File: src/rtl/mem_port_arbiter_pkg.sv
// Shared types and defaults for the main-memory port arbiter.
// Holds the response-owner encoding and the default starvation limit.
package mem_port_arbiter_pkg;

  localparam int unsigned MEM_PORT_MAX_STARVE = 3;
  localparam int unsigned STARVE_W            = 4;

  typedef enum logic [1:0] {
    RSP_NONE = 2'd0,
    RSP_IF   = 2'd1,
    RSP_D    = 2'd2
  } rsp_state_t;

  // Owner of the response that returns one cycle after this cycle's grant.
  function automatic rsp_state_t next_rsp(input logic if_gnt, input logic d_gnt, input logic d_we);
    rsp_state_t r;
    r = RSP_NONE;
    if (if_gnt) begin
      r = RSP_IF;
    end else if (d_gnt && !d_we) begin
      r = RSP_D;
    end
    return r;
  endfunction

endpackage

File: src/rtl/mem_arb_starve_counter.sv
// Saturating denial counter: counts up on inc, clears on clr, flags sat at MAX.
// Clear wins over increment; the count parks at MAX until cleared.
module mem_arb_starve_counter
  import mem_port_arbiter_pkg::*;
#(
  parameter int unsigned MAX = MEM_PORT_MAX_STARVE
) (
  input  logic clk,
  input  logic rst,
  input  logic inc,
  input  logic clr,
  output logic sat
);

  logic [STARVE_W-1:0] cnt;

  assign sat = (cnt == STARVE_W'(MAX));

  always_ff @(posedge clk or posedge rst) begin
    if (rst) begin
      cnt <= '0;
    end else if (clr) begin
      cnt <= '0;
    end else if (inc && !sat) begin
      cnt <= cnt + STARVE_W'(1);
    end
  end

endmodule

File: src/rtl/mem_port_arbiter.sv
// Shares the single main-memory port between instruction fetch and data access.
// D has fixed priority; IF is forced through after MAX_STARVE consecutive denials.
module mem_port_arbiter
  import mem_port_arbiter_pkg::*;
#(
  parameter int unsigned MAX_STARVE = MEM_PORT_MAX_STARVE,
  parameter int unsigned ADDR_W     = 32,
  parameter int unsigned DATA_W     = 32
) (
  input  logic              clk,
  input  logic              rst,
  input  logic              if_req,
  input  logic [ADDR_W-1:0] if_addr,
  output logic              if_gnt,
  output logic              if_rvalid,
  output logic [DATA_W-1:0] if_rdata,
  input  logic              d_req,
  input  logic              d_we,
  input  logic [ADDR_W-1:0] d_addr,
  input  logic [DATA_W-1:0] d_wdata,
  output logic              d_gnt,
  output logic              d_rvalid,
  output logic [DATA_W-1:0] d_rdata,
  output logic [ADDR_W-1:0] mem_raddr,
  output logic [ADDR_W-1:0] mem_waddr,
  output logic [DATA_W-1:0] mem_wdata,
  output logic              mem_wen,
  input  logic [DATA_W-1:0] mem_rdata
);

  logic       force_if;
  logic       starve_inc;
  logic       starve_clr;
  rsp_state_t rsp_state;
  rsp_state_t rsp_next;

  mem_arb_starve_counter #(
    .MAX (MAX_STARVE)
  ) u_starve (
    .clk (clk),
    .rst (rst),
    .inc (starve_inc),
    .clr (starve_clr),
    .sat (force_if)
  );

  assign starve_inc = if_req && !if_gnt;
  assign starve_clr = !if_req || if_gnt;

  // Grant selection: forced IF, then D, then IF.
  always_comb begin
    if_gnt = 1'b0;
    d_gnt  = 1'b0;
    if (force_if && if_req) begin
      if_gnt = 1'b1;
    end else if (d_req) begin
      d_gnt = 1'b1;
    end else if (if_req) begin
      if_gnt = 1'b1;
    end
  end

  // Port drive for the granted operation; idle port presents zeros.
  always_comb begin
    mem_raddr = '0;
    mem_waddr = '0;
    mem_wdata = '0;
    mem_wen   = 1'b0;
    if (if_gnt) begin
      mem_raddr = if_addr;
    end else if (d_gnt && d_we) begin
      mem_waddr = d_addr;
      mem_wdata = d_wdata;
      mem_wen   = 1'b1;
    end else if (d_gnt) begin
      mem_raddr = d_addr;
    end
  end

  assign rsp_next = next_rsp(if_gnt, d_gnt, d_we);

  // Response owner; stores and idle cycles produce no response.
  always_ff @(posedge clk or posedge rst) begin
    if (rst) begin
      rsp_state <= RSP_NONE;
      if_rvalid <= 1'b0;
      d_rvalid  <= 1'b0;
    end else begin
      rsp_state <= rsp_next;
      if_rvalid <= (rsp_next == RSP_IF);
      d_rvalid  <= (rsp_next == RSP_D);
    end
  end

  assign if_rdata = if_rvalid ? mem_rdata : '0;
  assign d_rdata  = d_rvalid  ? mem_rdata : '0;

endmodule

File: config.mk
export PLATFORM = sky130hd
export DESIGN_NAME = mem_port_arbiter
export DESIGN_NICKNAME = d
export VERILOG_FILES = /design/src/rtl/mem_port_arbiter_pkg.sv /design/src/rtl/mem_arb_starve_counter.sv /design/src/rtl/mem_port_arbiter.sv
export SDC_FILE = /design/constraint.sdc
export NUM_CORES = 1
export LEC_CHECK = 0
export CAP_MARGIN = 20
export CORE_AREA = 2 2 117 119
export DETAILED_ROUTE_END_ITERATION = 10
export DIE_AREA = 0 0 119 121
export PLACE_DENSITY = 0.67
export SYNTH_ARGS = -nofsm -noshare
export SYNTH_HDL_FRONTEND = slang
export SYNTH_SLANG_ARGS = --single-unit
File: constraint.sdc
create_clock -name clk -period 1.5 [get_ports clk]
set_input_delay 0.15 -clock clk [delete_from_list [all_inputs] [get_ports clk]]
set_output_delay 0.15 -clock clk [all_outputs]
set_load 0.05 [all_outputs]
==> results of run 1 <==
-- through the flow --
step	cells	total power (uW)	hold WS, ns	utilization [%]	setup WS, ns
CTS	688	3269	0.1562	55.62	-0.5829
global route	698	3420	0.1919	57.11	-0.6532
global placement	671	2737	0.3759	53.45	-0.3189
detailed placement	671	2762	0.3885	53.45	-0.3604
finish	698	3307	0.1524	57.11	-0.5814
floorplan	209	1355	-0.05904	-	-0.2467
-- sequential cells by signal, indices dropped and copies added (netlist names) --
register      cells
u_starve.cnt      4
d_rvalid          1
if_rvalid         1
-- routing by layer --
layer	GRT usage, %	vias up	share of wire, %
met5	0	-	0
met4	2.381	0	0.74
met3	4.229	6	8.8
met2	31.36	191	55
met1	17.29	1339	35
li1	-	1385	-
-- cells by family (layout without fill, tap and decap cells) --
kind of cell	count (synthesis)	count (layout)	share of synthesized area, %
fa+ha+maj	1	1	0.8222
xor+xnor	2	2	1.152
simple gates	139	139	57.65
buf+inv	28	341	10.28
compound gates	33	33	20.23
flops	6	6	9.868
-- power breakdown --
group          leakage (uW)  internal [uW]  switching [uW]
clock             0.0000370            342            87.8
sequential        0.0000806            168            5.23
combinational       0.00301           1440            1260
-- path summary, 6_finish.rpt --
check                                 from               to  slack (ns)  cells past startpoint
setup / recovery           u_starve.cnt[1]    mem_raddr[16]       -0.58                      7
hold / removal                         rst  u_starve.cnt[2]        0.15                      2
setup reg to reg           u_starve.cnt[1]        if_rvalid       -0.01                      5
hold reg to reg            u_starve.cnt[0]  u_starve.cnt[0]        0.62                      3
max in group asynchronous              rst  u_starve.cnt[1]        1.16                      2
min in group clk                      d_we         d_rvalid        0.46                      4
-- cells in the final DEF (no fill, tap or decap) --
cell and instances:
a21boi_4 1, a22o_4 32, and2_1 57, and2_2 7, and2_4 1, and3_4 64, and4bb_2 1, buf_12 174
buf_2 1, buf_4 15, buf_6 5, buf_8 3, clkbuf_16 10, clkdlybuf4s50_1 131, dfrtp_1 6, ha_2 1
inv_1 2, nand3_1 2, nor2_1 4, nor2b_4 1, nor3b_4 1, or3b_4 1, xnor2_1 1, xor2_1 1
-- Yosys cell counts --
| cell type | instances |
|---|---|
| a21boi_4 | 1 |
| a22o_1 | 25 |
| a22o_2 | 7 |
| and2_1 | 65 |
| and3_1 | 64 |
| and4bb_1 | 1 |
| buf_6 | 6 |
| clkbuf_1 | 15 |
| clkbuf_2 | 5 |
| dfrtp_1 | 6 |
| ha_1 | 1 |
| inv_1 | 2 |
| nand3_1 | 2 |
| nor2_1 | 4 |
| nor2b_2 | 1 |
| nor3b_2 | 1 |
| or3b_4 | 1 |
| xnor2_1 | 1 |
| xor2_1 | 1 |
-- timing repair --
action / 4_1_cts / 5_1_grt
buffers inserted: 11 / 6
gates resized for setup: 11 / 11
pin swaps: 7 / 4
gates cloned: 3 / 8
hold buffers: 0 / 0
setup endpoints to repair: 100 / 101
-- final cells by class --
class	instances	share of cell area (%)
Clock buffer	3	1.005
Sequential cell	6	2.009
Multi-Input combinational cell	175	24.51
Timing Repair Buffer	336	69.43
Inverter	2	0.1005
Tap cell	176	2.947
==> metrics.md, run 1 <==
| Metric | Value |
|---|---|
| Clk pin slew, worst setup/hold paths | 0.03 ns |
| P&R area growth vs syn | 391.2% |
| P per Cell Area | 442.5 nW/um2 |
| CTS buffer count | 3 |
| CTS Buffer Depth | 2 |
| RePlAce Congestion | 0.7923 |
| Top cell type's share of synthesized area | 26.73% |
| Failing checks | negative setup slack |
| DRC | 0 |
| Post-Syn Area | 1521 um2 |
| Register area share after synthesis | 9.868% |
| Chip Width | 119 um |
| Register area | 150.1 um2 |
| Slew Limit Fails | 0 |
| Post-route cell area | 7473 um2 |
| Status | finished with violations |
| Floorplan row count | 42 |
| Yosys warnings | 0 |
| Flops & latches, synth | 6 |
| First-pass GRT wire length | 18310 um |
| Mapped Avg Cell Area | 7.280 um2 |
| Worst rel slew slack | 71.38% |
| Post-route ant nets | 0 |
| Number of clock sinks | 6 |
| Total wire length | 12910 um |
| Critical Path RT | 1.35 ns |
| Mapped Cells | 209 |
| Most used cell, CP | buf_12 |
| Skew-Pair Late Insertion Delay | 0.23 ns |
| Chip Height | 121 um |
| Clock skew | 0.0002420 ns |
| Largest net degree at the start of global routing | 38 |
| Worst VDD drop | 0.2379 mV |
| Count of max-cap constraint violations | 0 |
| CP Capture Type | output port |
| Slew at the pin with the worst max-slew slack | 0.4293 ns |
| Fillers | 1049 |
| Synth area leaders | and2_1 27%, and3_1 26%, a22o_1 14% |
| PnR worst setup slack | -0.5814 ns |
| Layout cells sized above 1 | 60.92% |
| Critical path buffer and inverter count | 3 |
| Setup TNS | -50.71 ns |
| Max incr delay on CP | 0.41 ns |
| Final setup viols | 100 |
| Wire per inst | 18.50 um |
| Root Buffer | clkbuf_16 |
| Critical-path top delay cell | or3b_4 |
| Post-DP HPWL | 9952 um |
| Initial antenna violation count | 0 |
| Htree depth | 1 |
| Hold Path Class | in -> async |
| Worst path arrival time | 1.93 ns |
| Crit-path leading delay family | buffers and inverters |
| Final nets | 658 |
| ANT cells | 0 |
| Worst-path fanout max | 10 |
| CP Launch Type | flip-flop |
| # port buffers | 297 |
| Vias in the first global route | 3216 |
| Vias | 2921 |
| CP Cell Sequence | ha_2 > or3b_4 > a21boi_4 > buf_4 > buf_12 > a22o_4 > buf_12 |
| Unique masters post-synth | 19 |
| Footprint of the multi-input gates | 1832 um2 |
| Fin. Hold Viols | 0 |
| CTS tree | built |
| DRT Pass-1 Iters | 4 |
| 1st-iter DRT viols | 59 |
| GRT Residual Overflow | 0 |
| Min cycle time layout | 2.081 ns |
| Initial Util | 11.63% |
| Post-Syn Nets | 343 |
| Period utilisation layout | 138.8% |
| Fmax | 480.4 MHz |
| Vias per inst | 4.185 |
| RSZ-0062 raised after global routing | true |
| Total Routing Usage GR | 15.96% |
| Post-DP Area | 6994 um2 |
| Number of top-level pins | 298 |
| Critical path class | reg -> out |
| Die ar. | 14400 um2 |
| Area of the core | 13090 um2 |
| Leakage | 0.003126 uW |
| Synth area leader | and2_1 |
Power figures use the tool's default switching activity.
==> inputs of run 2 (changes only) <==
Settings changed: MAX_ROUTING_LAYER set to met4.
==> run 2 against run 1 <==
  * The flow still finishes with violations (negative setup slack)
  * Clock-buffer cell count unchanged
  * Setup slack worse by 0.0061 ns
  * Worst hold slack worse by 0.00060 ns
  * Highest routed layer unchanged
==> metrics.md, run 2 (synthesized netlist as in run 1, its figures left out) <==
| Metric | Value |
|---|---|
| Placed Cells | 671 |
| Floorplan row count | 42 |
| Status | finished with violations |
| Post-route ant nets | 0 |
| Post-DP HPWL | 9952 um |
| Flop pwr share | 5.2% |
| RePlAce Congestion | 0.8035 |
| Die ar. | 14400 um2 |
| Htree depth | 1 |
| GRT Residual Overflow | 0 |
| Number of top-level pins | 298 |
| CP Launch Type | flip-flop |
| Final core utilization | 57.09% |
| Min cycle time layout | 2.087 ns |
| CP Cell Sequence | ha_2 > or3b_4 > a21boi_4 > buf_4 > buf_12 > a22o_4 > buf_12 |
| Max incr delay on CP | 0.41 ns |
| Hold Path Class | in -> async |
| Initial antenna violation count | 0 |
| Initial Util | 11.63% |
| Count of max-cap constraint violations | 0 |
| Leakage | 0.003125 uW |
| Critical path class | reg -> out |
| Most frequent cells in the layout | 174 x buf_12, 131 x clkdlybuf4s50_1, 64 x and3_4 |
| # port buffers | 297 |
| Worst-path fanout max | 10 |
| Total wire length | 12930 um |
| ANT cells | 0 |
| Chip Width | 119 um |
| Fmax | 479.1 MHz |
| PnR worst setup slack | -0.5875 ns |
| Root Buffer | clkbuf_16 |
| RSZ-0062 raised after global routing | true |
| Clock skew | 0.0002002 ns |
| Final setup viols | 100 |
| Top flop regs | u_starve.cnt x4, d_rvalid x1, if_rvalid x1 |
| P per Cell Area | 442.7 nW/um2 |
| Post-route cell area | 7470 um2 |
| Period utilisation layout | 139.2% |
| Internal | 1948 uW |
| CTS Buffer Depth | 2 |
| Wire per inst | 18.52 um |
| Skew-Pair Late Insertion Delay | 0.23 ns |
| Most used cell, CP | buf_12 |
| Critical-path top delay cell | or3b_4 |
| Sw power | 1359 uW |
| CTS tree | built |
| Chip Height | 121 um |
| Crit-path leading delay family | buffers and inverters |
| Number of clock sinks | 6 |
| Comb power frac | 81.8% |
| Post-DP Area | 6994 um2 |
| Critical Path RT | 1.35 ns |
| Slew at the pin with the worst max-slew slack | 0.4341 ns |
| Vias | 2914 |
| Clk pin slew, worst setup/hold paths | 0.03 ns |
| Commonest non-fill, non-tap cell in the layout | buf_12 |
| Pre-CTS WS | -0.3604 ns |
| Vias in the first global route | 3232 |
| Failing checks | negative setup slack |
| Clk pwr share | 13.0% |
| First-pass GRT wire length | 18270 um |
| Worst VDD drop | 0.2379 mV |
| Worst path arrival time | 1.94 ns |
| CTS buffer count | 3 |
| Total Routing Usage GR | 16.43% |
| Final nets | 658 |
| Switching fraction of total power | 41.09% |
| Vias per inst | 4.175 |
| P&R area growth vs syn | 391.0% |
| Reg with most FFs | u_starve.cnt |
| DRC | 0 |
| DRT Pass-1 Iters | 4 |
| Fin. Hold Viols | 0 |
| Layout Cells excl Fill | 698 |
| Largest net degree at the start of global routing | 38 |
| 1st-iter DRT viols | 50 |
| Area of the core | 13090 um2 |
| Critical path buffer and inverter count | 3 |
| Max FFs per register | 4 |
| Layout cells sized above 1 | 60.92% |
| Slew Limit Fails | 0 |
| CP Capture Type | output port |
| Worst rel slew slack | 71.06% |
run 2: cell count changes in the layout (fill, tap and decap cells not counted):
cell / change
buf_6: +1
buf_8: -1
run 2: layout make-up:
cell class | instances | area [um2]
multi-input cells | 175 | 1832
flip-flops and latches | 6 | 150.1
well taps | 176 | 220.2
clock buffers | 3 | 75.07
repair buffers | 336 | 5185
inverters | 2 | 7.507
fillers | 1050 | 5615
run 2: routing by layer:
metal  GRT usage (%)  up-vias  part of all wire [%]
met5               -        -                     0
met4           2.381        0                  0.45
met3           2.820        6                   6.8
met2           31.25      188                    55
met1           18.32     1337                    37
li1                -     1383                     -
run 2: worst reg2reg max path, delay by kind of cell, from the launching register on:
kind / cells / cell delay, ns
buffers and inverters: 2 / 0.31
AO/OA/AOI/OAI: 1 / 0.17
flip-flops: 1 / 0.35
AND/OR/NAND/NOR: 1 / 0.41
adder cells (fa/ha/maj): 1 / 0.19
run 2: repair_timing:
item,in CTS,in global routing
setup endpoints to repair,100,101
pin swaps,7,4
setup buffers,11,6
resized for setup,11,10
gates cloned,3,8
hold buffers,0,0
run 2: power groups by stage:
stage / registers (uW) / logic, uW / clock network, uW
5_1_grt: 174 / 2790 / 447
3_3_place_gp: 175 / 2560 / 0
2_1_floorplan: 185 / 1170 / 0
4_1_cts: 173 / 2660 / 433
3_5_place_dp: 175 / 2590 / 0
6_report: 174 / 2700 / 430
run 2: final timing paths:
path / start / to / slack [ns] / cells after the start
min in group clk: d_we / d_rvalid / 0.47 / 4
max in group asynchronous: rst / u_starve.cnt[1] / 1.16 / 2
hold reg to reg: u_starve.cnt[0] / u_starve.cnt[0] / 0.62 / 3
setup reg to reg: u_starve.cnt[1] / if_rvalid / -0.01 / 5
setup / recovery: u_starve.cnt[1] / mem_raddr[16] / -0.59 / 7
hold / removal: rst / u_starve.cnt[2] / 0.15 / 2
run 2: through the flow:
step	hold slack (ns)	total power, uW	TNS, ns
global placement	0.3759	2737	-28.36
global route	0.1938	3415	-57.42
finish	0.1518	3307	-50.78
floorplan	-0.05904	1355	-17.06
CTS	0.1562	3269	-53.55
detailed placement	0.3885	2762	-29.12
